--- src/rtl/comb_decimator.sv ---
// CIC comb section: keeps every DECIM-th accepted sample and outputs its
// difference against the kept sample DELAY decimated samples earlier.
module comb_decimator #(
    parameter int DATA_WIDTH = 8,
    parameter int DECIM      = 4,
    parameter int DELAY      = 1,
    localparam int PW        = (DECIM > 1) ? $clog2(DECIM) : 1
) (
    input  logic                  clk,
    input  logic                  rst,
    input  logic                  in_valid,
    output logic                  in_ready,
    input  logic [DATA_WIDTH-1:0] in_data,
    input  logic                  resync,
    output logic                  out_valid,
    input  logic                  out_ready,
    output logic [DATA_WIDTH-1:0] out_data,
    output logic [PW-1:0]         phase
);

    // Modular difference; the extra sign bit keeps the subtraction explicit
    // and the truncation recovers the increment of a same-width wrapping sum.
    function automatic logic [DATA_WIDTH-1:0] wrap_diff(
        input logic [DATA_WIDTH-1:0] a,
        input logic [DATA_WIDTH-1:0] b
    );
        logic signed [DATA_WIDTH:0] d;
        d = signed'({1'b0, a}) - signed'({1'b0, b});
        return d[DATA_WIDTH-1:0];
    endfunction

    logic [DATA_WIDTH-1:0] dline [DELAY];
    logic                  accept;
    logic                  last_phase;
    logic                  decimate;
    logic                  consume;

    assign in_ready   = !out_valid || out_ready;
    assign accept     = in_valid && in_ready;
    assign last_phase = (phase == PW'(DECIM - 1));
    assign decimate   = accept && last_phase;
    assign consume    = out_valid && out_ready;

    always_ff @(posedge clk) begin
        if (rst) begin
            out_valid <= 1'b0;
            out_data  <= '0;
            phase     <= '0;
            for (int i = 0; i < DELAY; i++) begin
                dline[i] <= '0;
            end
        end else begin
            // resync wins over the increment, but the coinciding sample was
            // already classified at its pre-resync phase through decimate.
            if (resync) begin
                phase <= '0;
            end else if (accept) begin
                phase <= last_phase ? '0 : phase + PW'(1);
            end

            if (decimate) begin
                out_data  <= wrap_diff(in_data, dline[DELAY-1]);
                out_valid <= 1'b1;
                dline[0]  <= in_data;
                for (int i = 1; i < DELAY; i++) begin
                    dline[i] <= dline[i-1];
                end
            end else if (consume) begin
                out_valid <= 1'b0;
            end
        end
    end

endmodule

--- config.mk ---
export PLATFORM = sky130hd
export DESIGN_NAME = comb_decimator
export DESIGN_NICKNAME = d
export VERILOG_FILES = /design/src/rtl/comb_decimator.sv
export SDC_FILE = /design/constraint.sdc
export NUM_CORES = 1
export LEC_CHECK = 0
export CAP_MARGIN = 10
export CORE_MARGIN = 2
export CORE_UTILIZATION = 49
export DETAILED_ROUTE_END_ITERATION = 10
export HOLD_SLACK_MARGIN = 0.12
export PLACE_DENSITY_LB_ADDON = 0.1
export SLEW_MARGIN = 25
export SYNTH_ARGS = -nofsm -noshare
export SYNTH_HDL_FRONTEND = slang
export SYNTH_SLANG_ARGS = --single-unit
--- constraint.sdc ---
create_clock -name clk -period 2.08 [get_ports clk]
set_input_delay 0.312 -clock clk [delete_from_list [all_inputs] [get_ports clk]]
set_output_delay 0.312 -clock clk [all_outputs]
set_load 0.02 [all_outputs]
==> flow_summary.ini <==
[hold_path]
hold_path.class = flip-flop to flip-flop
min-delay-start = out_data[3]

[cts]
cts.sink_count = 19
cts_made_buffers = 3
cts_max_level = 1
cts_tree = built
clkLatencyLatePin_ns = 0.30
cts_resized = 0
cts_hold_buf = 0
cts-root-buf = clkbuf_4
post_cts_buffers = 0
cts.reportedPaths.clkPinSlew_ns = 0.11
cts_buffer_depth = 2

[power]
p_int_mw = 0.536
p_comb_frac = 0.177
powerDensity_mw_per_mm2 = 501
p_seq_frac = 0.556
switching_share = 0.249
power_switching_mw = 0.178
ir_drop_uv = 414
leakage_nw = 0.551
clkPwrFrac = 0.268

[timing]
rsz0062_at_grt = no
fin_crit_ns = 1.86
period_share = 0.894
skew_ns = 0.00354
fmax_mhz = 538
maxSlewHeadroom = 0.697
hold_viol = 0
slew_violations = 0
finalSetupViolations = 0
worst_pin_slew_ns = 0.453

[place]
place_area_mm2 = 0.00140
dpl.hpwl_um = 1600
gp_congestion = 0.820
port_buffers = 24
dp_cells = 162

[die]
die_x_um = 51.7
core-area_mm2 = 0.00219
die-area_mm2 = 0.00267
rows = 17
io_pins = 25
initial_core_util = 0.509
die_h_um = 51.7

[logic_synthesis]
syn_inst = 109
yosys.area.top_type = edfxtp_1
synth_area_leaders = edfxtp_1, dfxtp_1, ha_1, and2_1, a21oi_1
synth_seq_cells = 19
synth_area_per_cell_um2 = 10.2
yosysMostFrequentCell = dfxtp_1
yosys-top-cells-count = dfxtp_1, edfxtp_1, ha_1, inv_1, and2_1
synth.net_count = 131
yosysTopAreaCellShare = 0.215
synth_edf_count = 8
synth_warnings = 0
ys_seq_area_frac = 0.413
synthArstFlopShare = 0
syn_area_mm2 = 0.00111
ys.flop_type = dfxtp_1
ys_types = 39

[setup_path]
startpoint_type = input port
worst-path-max-fanout = 2
required_ns = 2.33
worstPathArrival_ns = 2.11
cp-end-kind = flip-flop
crit_start = in_data[0]
critPathKind = input port to flip-flop
r2r-start = dline[0][0]

[global_routing]
grt-ovfl-total = 0
track_usage = 0.182
grt_max_degree = 15
grt_antenna_before_repair = 0
grt_pass1_wl_um = 3590
grt_pass1_vias = 833

[detailed_routing]
wire_per_inst_um = 12.4
drc = 0
antenna_left = 0
drtIter0Drc = 6
totalWireLength_um = 2060
dr.pass1.iters = 2
vias = 893
routed_via_density = 5.38

[final_layout]
syn_to_final_growth_pct = 27.7
fillerInstances = 185
fin_area_mm2 = 0.00142
drive_above_1_share = 0.116
seqCellArea_um2 = 460
nNetsFinal = 161
n_antenna_cell = 0
fin_cells = 166
multi_input_comb_area_um2 = 587

[flow_run]
drv_cap = 0

[outcome]
run_status = finished clean
## state kept, by name (all words and copies together), names as in the netlist
name and count:
out_data 8, phase 2, out_valid 1, dline 8
## metal layers
layer / track usage / part of all wire
met1: 0.217 / 0.46
met2: 0.318 / 0.48
met3: 0.0287 / 0.039
met4: 0.0877 / 0.020
met5: 0 / 0
## layout make-up
type / instances / share of cell area
repair buffers: 30 / 0.200
flip-flops and latches: 19 / 0.323
clock buffers: 4 / 0.0185
well taps: 28 / 0.0246
inverters: 8 / 0.0211
multi-input cells: 77 / 0.412
## cells in the final DEF, fill, tap and decap left out, types with 4 or more instances in the layout
cell / count
a211oi_1: 4
a21oi_1: 6
and2_1: 7
buf_4: 6
clkdlybuf4s50_1: 24
dfxtp_1: 11
edfxtp_1: 8
ha_1: 8
inv_1: 8
nand2_1: 5
nand3b_1: 4
nor2_1: 5
o211ai_1: 4
## metrics by stage
| step | TNS (ns) | hold slack (ns) | utilization | power (mW) | setup WS [ns] |
|---|---|---|---|---|---|
| 2_1_floorplan | 0 | 0.385 | - | 0.483 | 0.449 |
| 3_3_place_gp | -0.0876 | 0.441 | 0.638 | 0.529 | -0.0621 |
| 3_5_place_dp | -0.133 | 0.450 | 0.638 | 0.531 | -0.0869 |
| 4_1_cts | 0 | 0.466 | 0.650 | 0.724 | 0.225 |
| 5_1_grt | 0 | 0.486 | 0.650 | 0.750 | 0.126 |
| 6_report | 0 | 0.460 | 0.650 | 0.714 | 0.221 |
## worst max-delay path: stages
cell	delay (ns)
clkdlybuf4s50_1	0.46
inv_1	0.05
ha_1	0.21
inv_1	0.07
fa_1	0.19
a21o_1	0.14
a21boi_1	0.07
or4b_1	0.50
nand4_1	0.09
## worst paths after layout
kind | endpoint | slack [ns] | depth (start not counted)
worst max-delay path | out_data[6] | 0.22 | 9
worst min-delay path | out_data[3] | 0.46 | 2
worst max register to register | out_data[6] | 0.34 | 7
worst min register to register | out_data[3] | 0.46 | 2
## power by group through the flow
stage	Combinational [mW]	Sequential, mW	Clock, mW
floorplan	0.0764	0.406	0
global placement	0.124	0.405	0
detailed placement	0.126	0.405	0
CTS	0.127	0.397	0.200
global route	0.141	0.398	0.212
finish	0.126	0.397	0.191
## cell families after synthesis
| logic type | share of synthesized area |
|---|---|
| compound gates | 0.163 |
| xor+xnor | 0.0236 |
| fa+ha+maj | 0.108 |
| buf+inv | 0.0606 |
| flops | 0.413 |
| mux | 0.00898 |
| simple gates | 0.223 |
Note: power is estimated with default switching activity, not from simulation.
==> patch 1 (config.mk and constraints unchanged) <==
Set the parameter `DECIM` to 8 (it was 4).
--- a/src/rtl/comb_decimator.sv
+++ b/src/rtl/comb_decimator.sv
@@ -2,7 +2,7 @@
 // difference against the kept sample DELAY decimated samples earlier.
 module comb_decimator #(
     parameter int DATA_WIDTH = 8,
-    parameter int DECIM      = 4,
+    parameter int DECIM      = 8,
     parameter int DELAY      = 1,
     localparam int PW        = (DECIM > 1) ? $clog2(DECIM) : 1
 ) (
Ports: changed (resized phase); port bits go from 25 to 26. The function was not compared with the original's and may differ.
==> patch 1 against the unedited design <==
- critical endpoint is now in_ready
- first-iteration DRC count is 17% lower
- global-route usage is 0.55 points higher
- worst setup slack better by 11 ps
- hold slack worse by 0.61 ps
- area after synthesis is 3.1% higher
- cell area is 2.8% higher
- largest cell class unchanged
- largest power group unchanged
- critical path depth is 6 lower
- die area is 2.9% higher
- sequential cell count is 1 higher
- sequential share of layout area is 0.48 points higher
- routed wire length is 13% higher
- total power is 3.3% higher
- clock skew is 1.4 ps higher
==> patch 1: results (changes against the unedited design) <==
Outcome
  – Status: completed (unchanged)

Power
  – P_leak: 0.5709 nW (was 0.5515 nW)
  – Worst IR drop on VDD: 0.3283 mV (was 0.4137 mV)

Yosys
  – Synth area leaders: dfxtp_1 (21%), edfxtp_1 (21%), ha_1 (9.8%) (was edfxtp_1 (22%), dfxtp_1 (20%), ha_1 (9.0%))
  – Top post-synthesis cells by count: dfxtp_1 (12), ha_1 (9), edfxtp_1 (8), inv_1 (8), and2_1 (7) (was dfxtp_1 (11), edfxtp_1 (8), ha_1 (8), inv_1 (8), and2_1 (7))
  – Part of the Yosys area used for sequential elements: 0.4178 (was 0.4130)
  – Proportion of synthesized area in mux cells: 0.01741 (was 0.008979)
  – Syn Nets: 135 (was 131)
  – Synth Area in Compound Gates: 0.1513 (was 0.1627)

Final layout
  – FF+latch count: 20 (was 19)
  – Nets: 164 (was 161)
  – Fillers: 196 (was 185)
  – Fraction of area in non-clock buffers: 0.1915 (was 0.2004)
  – Storage element area: 480.5 um2 (was 460.4 um2)
  – Multi-In Gates: 79 (was 77)
  – Non-Clock Buffer Count: 29 (was 30)
  – Clk cell area share: 0.01795 (was 0.01845)
  – Fraction of area in multi-input gates: 0.4179 (was 0.4121)

Place
  – Place WS: -76.32 ps (was -86.91 ps)
  – RePlAce Congestion: 0.7642 (was 0.8200)
  – Hpwl dp: 1.818 mm (was 1.604 mm)
  – Post-Place Cell Area: 1438 um2 (was 1398 um2)

Critical path
  – R2r startpoint: dline[0][1] (was dline[0][0])
  – R2R depth: 6 (was 7)
  – Max incr delay on CP: 600 ps (was 500 ps)
  – Worst R2R End: out_data[3] (was out_data[6])
  – Reg2Reg Setup Slack: 390 ps (was 340 ps)
  – Setup crit end: in_ready (was out_data[6])

Drt
  – Met2 wire length: 1.191 mm (was 993 um)
  – DR iter-0 viols: 5 (was 6)
  – Post-DR vias/cell: 5.339 (was 5.380)
  – TritonRoute pass-1 iters: 4 (was 2)
  – M1 wire length: 1.014 mm (was 941 um)

Global route
  – Total GRT Usage: 0.1876 (was 0.1821)
  – Pin count of the biggest net entering global routing: 12 (was 15)
  – Vias in the first global route: 904 (was 833)

Hold path
  – Hold_sp: out_data[1] (was out_data[3])

Floorplanning
  – Core area: 2212 um2 (was 2191 um2)

STA
  – Period Utilization, post-route: 0.8881 (was 0.8935)
[patch 1: metrics by stage]
step / setup TNS [ps] / hold WS [ps] / std cells
after CTS: 0 / 462.9 / 168
after floorplan: 0 / 388.8 / 112
after global routing: 0 / 493.7 / 168
after detailed placement: -129.0 / 447.1 / 164
after global placement: -16.72 / 441.2 / 164
final: 0 / 459.5 / 168
[patch 1: power breakdown]
| part | total (W) | switching, W | internal, W |
|---|---|---|---|
| clock network | 0.000196 | 0.000121 | 0.0000749 |
| registers | 0.000416 | 0.00000315 | 0.000413 |
| logic | 0.000125 | 0.0000600 | 0.0000654 |
| total | 0.000738 | 0.000184 | 0.000553 |
[patch 1: tightest hold or removal path: cells and delay by family (launching register included)]
family           cells  cell delay, ps
AO/OA/AOI/OAI        1              50
AND/OR/NAND/NOR      1              50
flip-flops           1             320
[patch 1: routing by layer]
layer | vias to the layer above | track usage
met4 | 0 | 0.08974
met3 | 5 | 0.01714
met1 | 412 | 0.2262
met2 | 17 | 0.3313
met5 | - | 0
li1 | 463 | -
==> patch 2 (same flow settings) <==
Made on the original files. Reset style: asynchronous (`rst`), changed in one clocked block.
--- a/src/rtl/comb_decimator.sv
+++ b/src/rtl/comb_decimator.sv
@@ -41,7 +41,7 @@
     assign decimate   = accept && last_phase;
     assign consume    = out_valid && out_ready;
 
-    always_ff @(posedge clk) begin
+    always_ff @(posedge clk or posedge rst) begin
         if (rst) begin
             out_valid <= 1'b0;
             out_data  <= '0;
Check against the original RTL: differs if rst is asserted again (counterexample within 4 cycles, from zero or initial values and one cycle with rst high); with rst held inactive, the same outputs for 10 cycles.
==> patch 2 against the unedited design <==
- via count increased by 15%
- highest routed layer unchanged
- sequential cell count unchanged
- first-iteration DRC count increased to 8.8 times the old value
- clock skew increased by 3.9 ps
- area after synthesis increased by 1.1%
- worst setup slack got worse by 120 ps
- global-route usage increased by 3.7 points
- cell area increased by 7.8%
- routed wire length increased by 23%
Power is not compared: it rests on default switching activity, and its combinational part moved more than twofold at a synthesized area within 25%.
==> patch 2: results (changes against the unedited design) <==
Final layout
  – Storage element area: 475.5 um2 (was 460.4 um2)
  – Fraction of area in non-clock buffers: 0.2298 (was 0.2004)
  – Multi-In Gates: 88 (was 77)
  – Non-Clock Buffer Count: 39 (was 30)
  – Non-Clock Inverter Count: 12 (was 8)
  – Fillers: 187 (was 185)
  – Clkbuf count: 3 (was 4)
  – Layout cell share with drive strength beyond 1: 0.1481 (was 0.1159)
  – Clk cell area share: 0.01793 (was 0.01845)
  – Area of the multi-input gates: 599.3 um2 (was 586.8 um2)
  – Fraction of area in multi-input gates: 0.3904 (was 0.4121)

Outcome
  – Status: completed (unchanged)

Yosys
  – Adder-Cell Fraction of Synth Area: 0.1065 (was 0.1077)
  – Syn Nets: 144 (was 131)
  – FFs w/ async S/R, synth: 1.000 (was 0)
  – Yosys cell types: 32 (was 39)
  – Synth Register Bits: 19 (unchanged)
  – Syn_area_per_cell: 9.240 um2 (was 10.23 um2)
  – Part of the Yosys area used for sequential elements: 0.4218 (was 0.4130)
  – Proportion of synthesized area in mux cells: 0 (was 0.008979)
  – Synth Area in Compound Gates: 0.1920 (was 0.1627)
  – XOR/XNOR share of the synthesized area: 0.01554 (was 0.02357)
  – Top post-synthesis cells by count: nand2_1 (23), dfrtp_1 (19), inv_1 (11), o21ai_0 (11), ha_1 (8) (was dfxtp_1 (11), edfxtp_1 (8), ha_1 (8), inv_1 (8), and2_1 (7))

Drt
  – Via count: 1027 (was 893)
  – TritonRoute pass-1 iters: 4 (was 2)
  – DR WL/cell: 13.33 um (was 12.39 um)
  – DR iter-0 viols: 53 (was 6)

Global route
  – First-pass GRT wire length: 4.360 mm (was 3.594 mm)
  – Pin count of the biggest net entering global routing: 20 (was 15)
  – Vias in the first global route: 982 (was 833)
  – Total GRT Usage: 0.2190 (was 0.1821)

Critical path
  – Slowest CP cell: clkdlybuf4s50_1 (was or4b_1)
  – Max incr delay on CP: 430 ps (was 500 ps)
  – Worst Path Arrival: 2220 ps (was 2110 ps)

Place
  – Hpwl dp: 1.942 mm (was 1.604 mm)
  – Place WS: -223.7 ps (was -86.91 ps)
  – Post-Place Cell Area: 1503 um2 (was 1398 um2)
  – Dpl cells: 186 (was 162)

Power
  – Pwr/cell area: 1014 nW/um2

STA
  – Final Skew: 7.476 ps (was 3.535 ps)
  – Worst slew pin tran: 355.6 ps (was 453.0 ps)

Hold path
  – Min-Delay Path Class: in -> async (was reg -> reg)
==> patch 2: layer usage <==
metal  part of all wire  track usage  up-vias
li1                   -            -      511
met1               0.44       0.2873      465
met2               0.48       0.3608       42
met3              0.055      0.03736        9
met4              0.023      0.07895        0
met5                  0            0        -
==> patch 2: critical path, delay by kind of cell <==
kind                     cells  cell delay [ps]
AND/OR/NAND/NOR              2              480
adder cells (fa/ha/maj)      1              320
AO/OA/AOI/OAI                2              680
buffers and inverters        1              430
==> patch 2: final timing paths <==
kind	start	to	slack, ps	depth (start not counted)
max	in_data[4]	out_data[7]	100	6
min	rst	out_data[2]	310	3
max reg2reg	dline[4]	out_data[7]	180	6
min reg2reg	out_data[0]	out_data[0]	500	2
max in group asynchronous	rst	dline[6]	1560	3
min in group clk	out_data[0]	out_data[0]	500	2
